### config.mk
export PLATFORM = sky130hd
export DESIGN_NAME = eye_region_scanner
export DESIGN_NICKNAME = d
export VERILOG_FILES = /design/src/rtl/eye_scan_pkg.sv /design/src/rtl/sliding_window_minmax.sv /design/src/rtl/eye_region_scanner.sv
export SDC_FILE = /design/constraint.sdc
export NUM_CORES = 1
export LEC_CHECK = 0
export CAP_MARGIN = 20
export CORE_ASPECT_RATIO = 1.4
export CORE_MARGIN = 10
export CORE_UTILIZATION = 55
export CTS_BUF_LIST = sky130_fd_sc_hd__clkbuf_4
export CTS_CLUSTER_SIZE = 40
export DETAILED_ROUTE_END_ITERATION = 10
export PLACE_DENSITY = 0.76
export SETUP_SLACK_MARGIN = 0.3
export SLEW_MARGIN = 30
export SYNTH_ARGS = -nofsm -noshare
export SYNTH_HDL_FRONTEND = slang
export SYNTH_SLANG_ARGS = --single-unit
### constraint.sdc
create_clock -name clk_in -period 19.1 [get_ports clk_in]
set_input_delay 4.775 -clock clk_in [delete_from_list [all_inputs] [get_ports clk_in]]
set_output_delay 4.775 -clock clk_in [all_outputs]
set_load 0.02 [all_outputs]
### src/rtl/eye_scan_pkg.sv
// rtl/eye_scan_pkg.sv - shared FSM encodings, result record and width helpers for the eye region scanner
package eye_scan_pkg;

    typedef logic [2:0] state_t;

    localparam state_t S_IDLE         = 3'd0;
    localparam state_t S_LOAD_EYE     = 3'd1;
    localparam state_t S_SCAN_MINMAX  = 3'd2;
    localparam state_t S_DRAIN_MINMAX = 3'd3;
    localparam state_t S_SCAN_COUNT   = 3'd4;
    localparam state_t S_DRAIN_COUNT  = 3'd5;
    localparam state_t S_EYE_DONE     = 3'd6;
    localparam state_t S_DONE         = 3'd7;

    // Default-width result record for downstream consumers of the per-eye result
    typedef struct packed {
        logic        error;
        logic [15:0] pupil;
        logic [15:0] sclera;
        logic [16:0] openness;
    } eye_result_t;

    function automatic int calc_log_h(input int height);
        return (height > 1) ? $clog2(height) : 1;
    endfunction

    function automatic int calc_log_w(input int width);
        return (width > 1) ? $clog2(width) : 1;
    endfunction

    function automatic int calc_fb_size(input int height, input int width);
        return (height * width > 1) ? $clog2(height * width) : 1;
    endfunction

endpackage

### src/rtl/sliding_window_minmax.sv
// rtl/sliding_window_minmax.sv - min/max over the current sample and the previous WINDOW-1 samples
// clear marks the first sample of a new column; full means WINDOW samples of that column are present.
module sliding_window_minmax #(
    parameter int WINDOW     = 7,
    parameter int PIXEL_SIZE = 8
)(
    input  logic                  clk,
    input  logic                  rst_n,
    input  logic                  clear,
    input  logic                  valid,
    input  logic [PIXEL_SIZE-1:0] data,
    output logic [PIXEL_SIZE-1:0] win_min,
    output logic [PIXEL_SIZE-1:0] win_max,
    output logic                  full
);

    logic [PIXEL_SIZE-1:0] hist [WINDOW-1];
    logic [3:0]            fill;

    always_ff @(posedge clk or negedge rst_n) begin
        if (!rst_n) begin
            fill <= 4'd0;
            for (int i = 0; i < WINDOW - 1; i++) hist[i] <= '0;
        end else if (valid) begin
            hist[0] <= data;
            for (int i = 1; i < WINDOW - 1; i++) hist[i] <= hist[i-1];
            if (clear)
                fill <= 4'd1;
            else if (fill < 4'(WINDOW - 1))
                fill <= fill + 4'd1;
        end
    end

    // The incoming sample is part of the window so a count can be taken in the same cycle
    always_comb begin
        win_min = data;
        win_max = data;
        for (int i = 0; i < WINDOW - 1; i++) begin
            if (hist[i] < win_min) win_min = hist[i];
            if (hist[i] > win_max) win_max = hist[i];
        end
        full = valid && !clear && (fill >= 4'(WINDOW - 1));
    end

endmodule

### src/rtl/eye_region_scanner.sv
// rtl/eye_region_scanner.sv - two-pass per-eye pupil/sclera counter over frame buffer regions
// Optional EYE_REGION_STATS_EN adds result_min_out/result_max_out (pass-1 min/max).
module eye_region_scanner
    import eye_scan_pkg::*;
#(
    parameter int HEIGHT         = 320,
    parameter int WIDTH          = 180,
    parameter int PIXEL_SIZE     = 8,
    parameter int NUM_EYES       = 2,
    parameter int WINDOW         = 7,
    parameter int READ_LATENCY   = 2,
    parameter int LOW_THRESHOLD  = 90,
    parameter int HIGH_THRESHOLD = 160,
    parameter int DIFF_THRESHOLD = 16,
    parameter int COUNT_W        = 16,
    localparam int LOG_H   = calc_log_h(HEIGHT),
    localparam int LOG_W   = calc_log_w(WIDTH),
    localparam int FB_SIZE = calc_fb_size(HEIGHT, WIDTH),
    localparam int EYE_W   = (NUM_EYES > 1) ? $clog2(NUM_EYES) : 1
)(
    input  logic                      clk_in,
    input  logic                      rst_n_in,
    input  logic                      start_in,
    input  logic [NUM_EYES*LOG_H-1:0] row_start_in,
    input  logic [NUM_EYES*LOG_H-1:0] row_end_in,
    input  logic [NUM_EYES*LOG_W-1:0] col_start_in,
    input  logic [NUM_EYES*LOG_W-1:0] col_end_in,
    output logic [FB_SIZE-1:0]        pixel_addr_out,
    output logic                      pixel_addr_valid_out,
    input  logic [PIXEL_SIZE-1:0]     pixel_in,
    output logic                      busy_out,
    output logic                      result_valid_out,
    output logic [EYE_W-1:0]          result_eye_out,
    output logic [COUNT_W-1:0]        result_pupil_out,
    output logic [COUNT_W-1:0]        result_sclera_out,
    output logic [COUNT_W:0]          result_openness_out,
    output logic                      result_error_out,
    output logic                      done_out
`ifdef EYE_REGION_STATS_EN
    ,
    output logic [PIXEL_SIZE-1:0]     result_min_out,
    output logic [PIXEL_SIZE-1:0]     result_max_out
`endif
);

    localparam int CW = PIXEL_SIZE + 1;

    state_t                    state;
    logic [EYE_W-1:0]          eye_idx;
    logic [NUM_EYES*LOG_H-1:0] row_start_q, row_end_q;
    logic [NUM_EYES*LOG_W-1:0] col_start_q, col_end_q;
    logic [LOG_H-1:0]          cur_row;
    logic [LOG_W-1:0]          cur_col;
    logic [FB_SIZE-1:0]        addr_q;
    logic                      addr_valid_q, addr_first_q;
    logic [READ_LATENCY-1:0]   vld_sr, first_sr;
    logic [2:0]                drain_cnt;
    logic [PIXEL_SIZE-1:0]     min_q, max_q;
    logic [COUNT_W-1:0]        pupil, sclera;
    logic                      err_q, busy_q, done_q, res_valid_q, res_err_q;
    logic [EYE_W-1:0]          res_eye_q;
    logic [COUNT_W-1:0]        res_pupil_q, res_sclera_q;
    logic [COUNT_W:0]          res_open_q;
    logic [PIXEL_SIZE-1:0]     win_min, win_max;
    logic                      win_full;

    wire [LOG_H-1:0] rs = row_start_q[eye_idx*LOG_H +: LOG_H];
    wire [LOG_H-1:0] re = row_end_q[eye_idx*LOG_H +: LOG_H];
    wire [LOG_W-1:0] cs = col_start_q[eye_idx*LOG_W +: LOG_W];
    wire [LOG_W-1:0] ce = col_end_q[eye_idx*LOG_W +: LOG_W];

    // Regions reaching outside the frame are rejected too, so no address past the buffer is issued
    wire region_err = (re < rs) || (ce < cs) ||
                      (re > LOG_H'(HEIGHT - 1)) || (ce > LOG_W'(WIDTH - 1));
    wire last_pix   = (cur_row == re) && (cur_col == ce);
    wire count_pass = (state == S_SCAN_COUNT) || (state == S_DRAIN_COUNT);
    wire pix_vld    = vld_sr[READ_LATENCY-1];
    wire pix_first  = first_sr[READ_LATENCY-1];

    wire pupil_hit  = {1'b0, win_max} <= ({1'b0, min_q} + CW'(DIFF_THRESHOLD));
    wire sclera_hit = ({1'b0, win_min} + CW'(DIFF_THRESHOLD)) >= {1'b0, max_q};

    sliding_window_minmax #(.WINDOW(WINDOW), .PIXEL_SIZE(PIXEL_SIZE)) u_window (
        .clk     (clk_in),
        .rst_n   (rst_n_in),
        .clear   (pix_first),
        .valid   (pix_vld && count_pass),
        .data    (pixel_in),
        .win_min (win_min),
        .win_max (win_max),
        .full    (win_full)
    );

    always_ff @(posedge clk_in or negedge rst_n_in) begin
        if (!rst_n_in) begin
            state <= S_IDLE;
            eye_idx <= '0;
            row_start_q <= '0; row_end_q <= '0; col_start_q <= '0; col_end_q <= '0;
            cur_row <= '0; cur_col <= '0;
            addr_q <= '0; addr_valid_q <= 1'b0; addr_first_q <= 1'b0;
            vld_sr <= '0; first_sr <= '0; drain_cnt <= '0;
            min_q <= '0; max_q <= '0; pupil <= '0; sclera <= '0; err_q <= 1'b0;
            busy_q <= 1'b0; done_q <= 1'b0; res_valid_q <= 1'b0; res_err_q <= 1'b0;
            res_eye_q <= '0; res_pupil_q <= '0; res_sclera_q <= '0; res_open_q <= '0;
        end else begin
            res_valid_q  <= 1'b0;
            done_q       <= 1'b0;
            addr_valid_q <= 1'b0;
            vld_sr[0]    <= addr_valid_q;
            first_sr[0]  <= addr_first_q;
            for (int i = 1; i < READ_LATENCY; i++) begin
                vld_sr[i]   <= vld_sr[i-1];
                first_sr[i] <= first_sr[i-1];
            end

            case (state)
                S_IDLE: begin
                    // done_q blocks the cycle of the done pulse so a held start restarts one cycle later
                    if (start_in && !done_q) begin
                        row_start_q <= row_start_in; row_end_q <= row_end_in;
                        col_start_q <= col_start_in; col_end_q <= col_end_in;
                        eye_idx <= '0;
                        busy_q  <= 1'b1;
                        state   <= S_LOAD_EYE;
                    end
                end
                S_LOAD_EYE: begin
                    min_q   <= PIXEL_SIZE'(LOW_THRESHOLD);
                    max_q   <= PIXEL_SIZE'(HIGH_THRESHOLD);
                    pupil   <= '0;
                    sclera  <= '0;
                    err_q   <= region_err;
                    cur_row <= rs;
                    cur_col <= cs;
                    state   <= region_err ? S_EYE_DONE : S_SCAN_MINMAX;
                end
                S_SCAN_MINMAX, S_SCAN_COUNT: begin
                    addr_q       <= FB_SIZE'(cur_row) * FB_SIZE'(WIDTH) + FB_SIZE'(cur_col);
                    addr_valid_q <= 1'b1;
                    addr_first_q <= (cur_row == rs);
                    if (cur_row == re) begin
                        cur_row <= rs;
                        cur_col <= cur_col + 1'b1;
                    end else begin
                        cur_row <= cur_row + 1'b1;
                    end
                    if (last_pix) begin
                        drain_cnt <= '0;
                        state     <= (state == S_SCAN_MINMAX) ? S_DRAIN_MINMAX : S_DRAIN_COUNT;
                    end
                end
                S_DRAIN_MINMAX, S_DRAIN_COUNT: begin
                    drain_cnt <= drain_cnt + 3'd1;
                    if (drain_cnt == 3'(READ_LATENCY)) begin
                        cur_row <= rs;
                        cur_col <= cs;
                        state   <= (state == S_DRAIN_MINMAX) ? S_SCAN_COUNT : S_EYE_DONE;
                    end
                end
                S_EYE_DONE: begin
                    res_valid_q  <= 1'b1;
                    res_eye_q    <= eye_idx;
                    res_err_q    <= err_q;
                    res_pupil_q  <= pupil;
                    res_sclera_q <= sclera;
                    res_open_q   <= {1'b0, pupil} + {1'b0, sclera};
                    if (eye_idx == EYE_W'(NUM_EYES - 1)) begin
                        state <= S_DONE;
                    end else begin
                        eye_idx <= eye_idx + 1'b1;
                        state   <= S_LOAD_EYE;
                    end
                end
                default: begin
                    done_q <= 1'b1;
                    busy_q <= 1'b0;
                    state  <= S_IDLE;
                end
            endcase

            if (pix_vld && !count_pass) begin
                if (pixel_in < min_q) min_q <= pixel_in;
                if (pixel_in > max_q) max_q <= pixel_in;
            end
            if (win_full) begin
                if (pupil_hit && (pupil != '1))   pupil  <= pupil + 1'b1;
                if (sclera_hit && (sclera != '1)) sclera <= sclera + 1'b1;
            end
        end
    end

`ifdef EYE_REGION_STATS_EN
    logic [PIXEL_SIZE-1:0] res_min_q, res_max_q;

    always_ff @(posedge clk_in or negedge rst_n_in) begin
        if (!rst_n_in) begin
            res_min_q <= '0;
            res_max_q <= '0;
        end else if (state == S_EYE_DONE) begin
            res_min_q <= min_q;
            res_max_q <= max_q;
        end
    end

    assign result_min_out = res_min_q;
    assign result_max_out = res_max_q;
`endif

    assign pixel_addr_out       = addr_q;
    assign pixel_addr_valid_out = addr_valid_q;
    assign busy_out             = busy_q;
    assign done_out             = done_q;
    assign result_valid_out     = res_valid_q;
    assign result_eye_out       = res_eye_q;
    assign result_pupil_out     = res_pupil_q;
    assign result_sclera_out    = res_sclera_q;
    assign result_openness_out  = res_open_q;
    assign result_error_out     = res_err_q;

endmodule

==> flow_summary_export.csv, run 1 <==
group,metric,value,unit
worst_setup_path,crit_end,"sclera[11]$_DFF_PN0_",
worst_setup_path,slowest_stage,"nor2_1",
floorplan,fp.dieW,173,um
detailed_routing,final_antenna_net_count,0,
yosys,async_reset_ff_share,100,%
sta,period_share,92.6,%
layout,areaGrowthSynthToFinish,16.2,%
yosys,yosys-top-cells-area,"dfrtp_1 (37%), ha_1 (13%), nand2_1 (6.3%), mux2_2 (5.7%), o21ai_0 (4.9%)",
yosys,syn_area,0.0180,sq mm
sta,slew_violations,0,
cts,cts_tree,"yes",
floorplan,die_area,0.0404,sq mm
worst_setup_path,end_kind,"flip-flop",
place,hpwl,37.4,mm
detailed_routing,wl,49.0,mm
yosys,synth-edff-count,0,
global_route,track_usage,24.1,%
detailed_routing,vias_per_cell,5.76,
worst_setup_path,cp_max_fo,14,
global_route,grt_max_degree,188,
cts,htreeDepth,3,
cts,clk_latency,0.77,ns
worst_setup_path,cp.depth,63,
layout,final_cell_area,0.0209,sq mm
sta,fin_worst_skew,0.0421,ns
sta,max_freq,0.0565,GHz
yosys,syn_avg_cell_area,9.07,sq um
global_route,grt_pass1_vias,15800,
cts,cts_buffer_depth,3,
yosys,synthFlopType,"dfrtp_1",
floorplan,die_y,234,um
yosys,synth_cells,1981,
worst_setup_path,r2r-start,"u_window.hist[41]$_DFFE_PN0P_",
yosys,yosysMostFrequentCell,"nand2_1",
worst_setup_path,cp_slowest_stage_delay,0.68,ns
outcome,outcome,"complete, no violations",
layout,fin_cells,2638,
worst_setup_path,r2r_end,"sclera[11]$_DFF_PN0_",
place,dp.cells,2520,
worst_setup_path,cp_top_family,"compound AO/OA/AOI/OAI gates",
yosys,yosysTopAreaCell,"dfrtp_1",
detailed_routing,post_drt_wl_per_cell,18.6,um
worst_setup_path,crit_start,"pixel_in[1]",
worst_setup_path,rr_worst_depth,61,
place,place_area,0.0200,sq mm
cts,clkTransAtPathRegs,0.06,ns
detailed_routing,drtPass1Iterations,7,
sta,relSlewSlack,42.0,%
yosys,yosysSeqAreaShare,37.5,%
hold_path,hold_class,"reg -> reg",
floorplan,core_area,0.0323,sq mm
yosys,syn_nets,2254,
yosys,synth_seq_cells,269,
flow_run,max_cap_violations,0,
detailed_routing,first_iter_violations,984,
floorplan,io-pin-count,150,
global_route,antenna_found_initial,1,
cts,cts_hold_buf,0,
cts,cts_root_buffer,"clkbuf_4",
worst_setup_path,path_common_cell,"a21o_1",
worst_setup_path,crit_required,19.72,ns
sta,fin_setup_tns,0,ns
worst_setup_path,r2r_slack,5.73,ns
cts,clock_sinks,269,
floorplan,start_util,55.6,%
detailed_routing,vias,15200,
worst_setup_path,cp.arrival,18.32,ns
worst_setup_path,setup.worst_path.start_class,"input pin",
worst_setup_path,crit_buf_inv,7,
yosys,synth_common_cells,"nand2_1 (302), dfrtp_1 (269), ha_1 (180)",
layout,final_nets,2429,
layout,layout-drive-gt1-share,11.4,%
sta,worst_pin_slew,0.867,ns
yosys,yosysTopAreaCellShare,37.5,%
global_route,gr-total-overflow,0,
yosys,ys_types,75,
place,io_buffers,149,
worst_setup_path,path_class,"in -> reg",
cts,cts_buffers,72,
sta,setup_viol,0,
floorplan,rows,78,
sta,hold_viol,0,
sta,rsz0062_at_grt,"no",
detailed_routing,drc,0,
yosys,synth_warnings,0,
global_route,grt_pass1_wl,80.1,mm
place,place.gp.congestion,0.979,
sta,post-route-min-period,17.70,ns
[worst register-to-register path, delay by kind of cell (launching register included)]
kind            cells  cell delay, ns
simple gates       12            1.74
compound gates     34            7.10
fa+ha+maj           7            2.13
buf+inv             5            0.95
flops               1            0.44
mux                 3            0.81
[per-layer routing]
layer,wire [um],track usage (%),share of wire (%),up-vias
met5,0,0,0,-
li1,-,-,-,7287
met3,2320,4.64,4.7,135
met1,19100,26.2,39,7389
met4,2390,14.2,4.9,0
met2,25200,43.4,51,385
[state kept, by name, indices dropped and copies added (netlist names), 3 cells and up]
signal               count
cur_col                  8
min_q                    8
row_end_q               18
u_window.hist           48
result_sclera_out       16
u_window.fill            4
pupil                   16
pixel_addr_out          16
col_end_q               16
sclera                  16
result_pupil_out        16
row_start_q             18
state                    3
result_openness_out     17
max_q                    8
col_start_q             16
drain_cnt                3
cur_row                  9
[worst min-delay path by stage]
stage	endpoint	slack [ns]	startpoint	cells past startpoint
6_report	first_sr[1]$_DFF_PN0_	0.35	first_sr[0]$_DFF_PN0_	0
5_1_grt	first_sr[1]$_DFF_PN0_	0.36	first_sr[0]$_DFF_PN0_	0
4_1_cts	first_sr[1]$_DFF_PN0_	0.35	first_sr[0]$_DFF_PN0_	0
3_5_place_dp	first_sr[1]$_DFF_PN0_	0.33	first_sr[0]$_DFF_PN0_	0
3_3_place_gp	first_sr[1]$_DFF_PN0_	0.33	first_sr[0]$_DFF_PN0_	0
2_1_floorplan	first_sr[1]$_DFF_PN0_	0.33	first_sr[0]$_DFF_PN0_	0
[logic make-up (layout without fill, tap and decap cells)]
| family | after synthesis | count (layout) | synth area share, % |
|---|---|---|---|
| AOI/OAI and AO/OA | 481 | 481 | 16.4 |
| DFF | 269 | 269 | 37.5 |
| and+or+nand+nor | 579 | 579 | 14.5 |
| muxes | 152 | 152 | 9.10 |
| buffers and inverters | 237 | 453 | 4.98 |
| other | 0 | 1 | 0 |
| adders and majority gates | 195 | 195 | 14.2 |
| xor gates and xnor gates | 68 | 68 | 3.40 |
[through the flow]
step | util [%] | setup WS (ns) | hold WS (ns)
after global routing | 64.6 | 0.274 | 0.356
after floorplan | - | 2.50 | 0.331
after CTS | 64.4 | 1.24 | 0.348
final | 64.6 | 1.40 | 0.347
after detailed placement | 61.8 | 0.389 | 0.335
after global placement | 61.8 | 0.820 | 0.334
[timing repair]
action / 4_1_cts / 5_1_grt
hold endpoints to repair: 0 / 0
endpoints found under the setup margin: 0 / 14
gates resized for setup: 0 / 6
buffers inserted: 0 / 0
[layout by cell type (no fill, tap or decap), types with 16 or more instances in the layout]
cell type        synthesis  layout
xor2_1                  20      20
buf_4                    1      23
a21o_1                  38      38
nand2_1                302     302
inv_1                  161     161
nand2b_1                25      24
mux2i_1                 61      61
mux2_2                  91      91
nor3_1                  17      16
dfrtp_1                269     268
ha_1                   180     180
o21ai_0                175     174
o31ai_1                 22      22
a21oi_1                114     114
nor2_1                  95      94
xnor2_1                 46      46
and3_1                  21      21
nand3_1                 42      42
clkdlybuf4s50_1          0     148
nor2b_1                 19      18
clkbuf_4                 0      95
[cell type report]
cell class / count / area (sq um)
inverters: 163 / 613
well taps: 440 / 551
clock buffers: 95 / 713
diodes: 1 / 2.50
multi-input cells: 1475 / 10400
fillers: 2675 / 11400
clock inverters: 20 / 144
flip-flops and latches: 269 / 6730
repair buffers: 175 / 1730
Power of run 1 is left out: the tool's default activity adds up to more than one toggle a clock period on the data nets, which glitch-free logic cannot reach.
==> inputs of run 2 (changes only) <==
--- a/config.mk
+++ b/config.mk
@@ -5,6 +5,7 @@
 export SDC_FILE = /design/constraint.sdc
 export NUM_CORES = 1
 export LEC_CHECK = 0
+export ABC_AREA = 1
 export CAP_MARGIN = 20
 export CORE_ASPECT_RATIO = 1.4
 export CORE_MARGIN = 10
==> flow_summary_export.csv, run 2 <==
group,metric,value,unit
yosys,synth-edff-count,0,
yosys,syn_nets,2510,
floorplan,die_y,231,um
sta,worst_pin_slew,0.921,ns
yosys,synth_cells,2237,
place,hpwl,34.9,mm
cts,cts_tree,"yes",
cts,cts_buffers,72,
cts,clock_sinks,269,
global_route,grt_pass1_wl,76.4,mm
floorplan,die_area,0.0394,sq mm
detailed_routing,drc,0,
layout,areaGrowthSynthToFinish,15.6,%
worst_setup_path,slowest_stage,"o32ai_2",
floorplan,rows,77,
sta,period_share,83.9,%
cts,cts_hold_buf,0,
sta,rsz0062_at_grt,"no",
layout,layout_common_cells,"nand2_1 (726), dfrtp_1 (269), inv_1 (239)",
yosys,ys_types,47,
layout,final_common_cell,"nand2_1",
worst_setup_path,cp.arrival,16.65,ns
worst_setup_path,path_common_cell,"nand2_1",
place,place.gp.congestion,0.916,
floorplan,core_area,0.0315,sq mm
yosys,yosysSeqAreaShare,38.5,%
detailed_routing,drtPass1Iterations,6,
yosys,yosysTopAreaCellShare,38.5,%
detailed_routing,wl,46.4,mm
worst_setup_path,end_kind,"flip-flop",
global_route,track_usage,23.7,%
detailed_routing,first_iter_violations,954,
layout,layout-drive-gt1-share,7.22,%
place,io_buffers,149,
sta,setup_viol,0,
worst_setup_path,setup.worst_path.start_class,"input pin",
detailed_routing,post_drt_wl_per_cell,16.3,um
yosys,synth_common_cells,"nand2_1 (727), dfrtp_1 (269), inv_1 (241)",
layout,fill_cells,2754,
flow_run,max_cap_violations,0,
worst_setup_path,cp_slowest_stage_delay,0.77,ns
cts,htreeDepth,3,
sta,fin_worst_skew,0.0509,ns
layout,reg.largest.list,"u_window.hist: 48 flops, row_end_q: 18 flops, row_start_q: 18 flops",
sta,max_freq,0.0624,GHz
detailed_routing,final_antenna_net_count,0,
yosys,yosysMostFrequentCell,"nand2_1",
worst_setup_path,cp_max_fo,16,
yosys,synth_seq_cells,269,
sta,slew_violations,0,
sta,hold_viol,0,
cts,clk_latency,0.74,ns
layout,final_nets,2676,
floorplan,fp.dieW,171,um
yosys,yosysTopAreaCell,"dfrtp_1",
yosys,syn_area,0.0175,sq mm
floorplan,io-pin-count,150,
hold_path,hold_class,"reg -> reg",
global_route,antenna_found_initial,1,
detailed_routing,vias,15700,
layout,largest_reg_flops,48,
yosys,synth_warnings,0,
cts,cts_buffer_depth,3,
layout,multi_input_area,0.00956,sq mm
sta,relSlewSlack,38.2,%
cts,cts_setup_buffers,0,
worst_setup_path,path_class,"in -> reg",
floorplan,start_util,55.5,%
yosys,syn_avg_cell_area,7.81,sq um
global_route,grt_max_degree,121,
worst_setup_path,crit_required,19.72,ns
global_route,gr-total-overflow,0,
yosys,yosys-top-cells-area,"dfrtp_1 (39%), nand2_1 (16%), ha_1 (13%), o21ai_0 (6.5%), inv_1 (5.2%)",
layout,regMostFlops,"u_window.hist",
global_route,grt_pass1_vias,15700,
sta,post-route-min-period,16.03,ns
cts,clkTransAtPathRegs,0.06,ns
outcome,outcome,"complete, no violations",
yosys,synthFlopType,"dfrtp_1",
sta,fin_setup_tns,0,ns
yosys,async_reset_ff_share,100,%
detailed_routing,vias_per_cell,5.51,
layout,regArea,0.00673,sq mm
cts,cts_root_buffer,"clkbuf_4",
cts,cts_resized,0,
-- run 2: cell types whose count changed after synthesis, moves of 29 or more --
cell and delta:
mux2_2 -91, mux2i_1 -49, xor2_1 +36, inv_1 +80, o21ai_0 +53, a21o_1 -32, a21oi_1 -35, xnor2_1 -29
nand2_1 +425
-- run 2: layout make-up --
class / instances / area share, %
Multi-Input combinational cell: 1655 / 47.4
Clock buffer: 101 / 3.76
Clock inverter: 21 / 0.601
Tap cell: 395 / 2.45
Antenna cell: 2 / 0.0248
Timing Repair Buffer: 158 / 7.88
Inverter: 247 / 4.59
Sequential cell: 269 / 33.3
-- run 2: worst paths after layout --
kind | startpoint | to | slack [ns] | depth (start not counted)
worst min register to register | first_sr[0]$_DFF_PN0_ | first_sr[1]$_DFF_PN0_ | 0.36 | 0
worst max-delay path | pixel_in[4] | pupil[15]$_DFF_PN0_ | 3.07 | 68
min in group asynchronous | rst_n_in | pixel_addr_out[3]$_DFFE_PN0N_ | 3.92 | 1
max in group asynchronous | rst_n_in | first_sr[0]$_DFF_PN0_ | 13.67 | 3
worst min-delay path | first_sr[0]$_DFF_PN0_ | first_sr[1]$_DFF_PN0_ | 0.36 | 0
worst max register to register | u_window.hist[47]$_DFFE_PN0P_ | pupil[15]$_DFF_PN0_ | 7.33 | 66
-- run 2: cell families (layout without fill, tap and decap cells) --
family / Yosys count / count (layout) / share of synthesized area (%)
multiplexers: 12 / 12 / 0.688
other: 0 / 2 / 0
AND/OR/NAND/NOR: 954 / 954 / 22.1
AO/OA/AOI/OAI: 422 / 422 / 13.7
adder cells (fa/ha/maj): 194 / 194 / 14.5
XOR/XNOR: 73 / 73 / 3.66
buffers and inverters: 313 / 527 / 6.86
flip-flops: 269 / 269 / 38.5
-- run 2: stage by stage --
step                hold slack, ns  area, sq um  std cells  util [%]  setup slack (ns)
floorplan                    0.331        17500       2237         -              4.81
global placement             0.339        19300       2723      61.1              2.83
detailed placement           0.337        19300       2723      61.1              2.55
CTS                          0.360        20100       2845      63.9              3.25
global route                 0.372        20200       2847      64.1              1.78
finish                       0.360        20200       2848      64.1              3.07
-- run 2: routing by layer --
metal  GRT usage, %  routed length, um
met5              0                  0
met4           13.2               2320
met3           4.80               2310
met2           41.7              23700
met1           25.9              18000
-- run 2: worst max-delay path, delay by kind of cell --
kind | cells | cell delay, ns
AND/OR/NAND/NOR | 34 | 3.97
AO/OA/AOI/OAI | 19 | 4.06
adder cells (fa/ha/maj) | 7 | 2.10
buffers and inverters | 8 | 1.68
Power of run 2 is left out for the same reason.
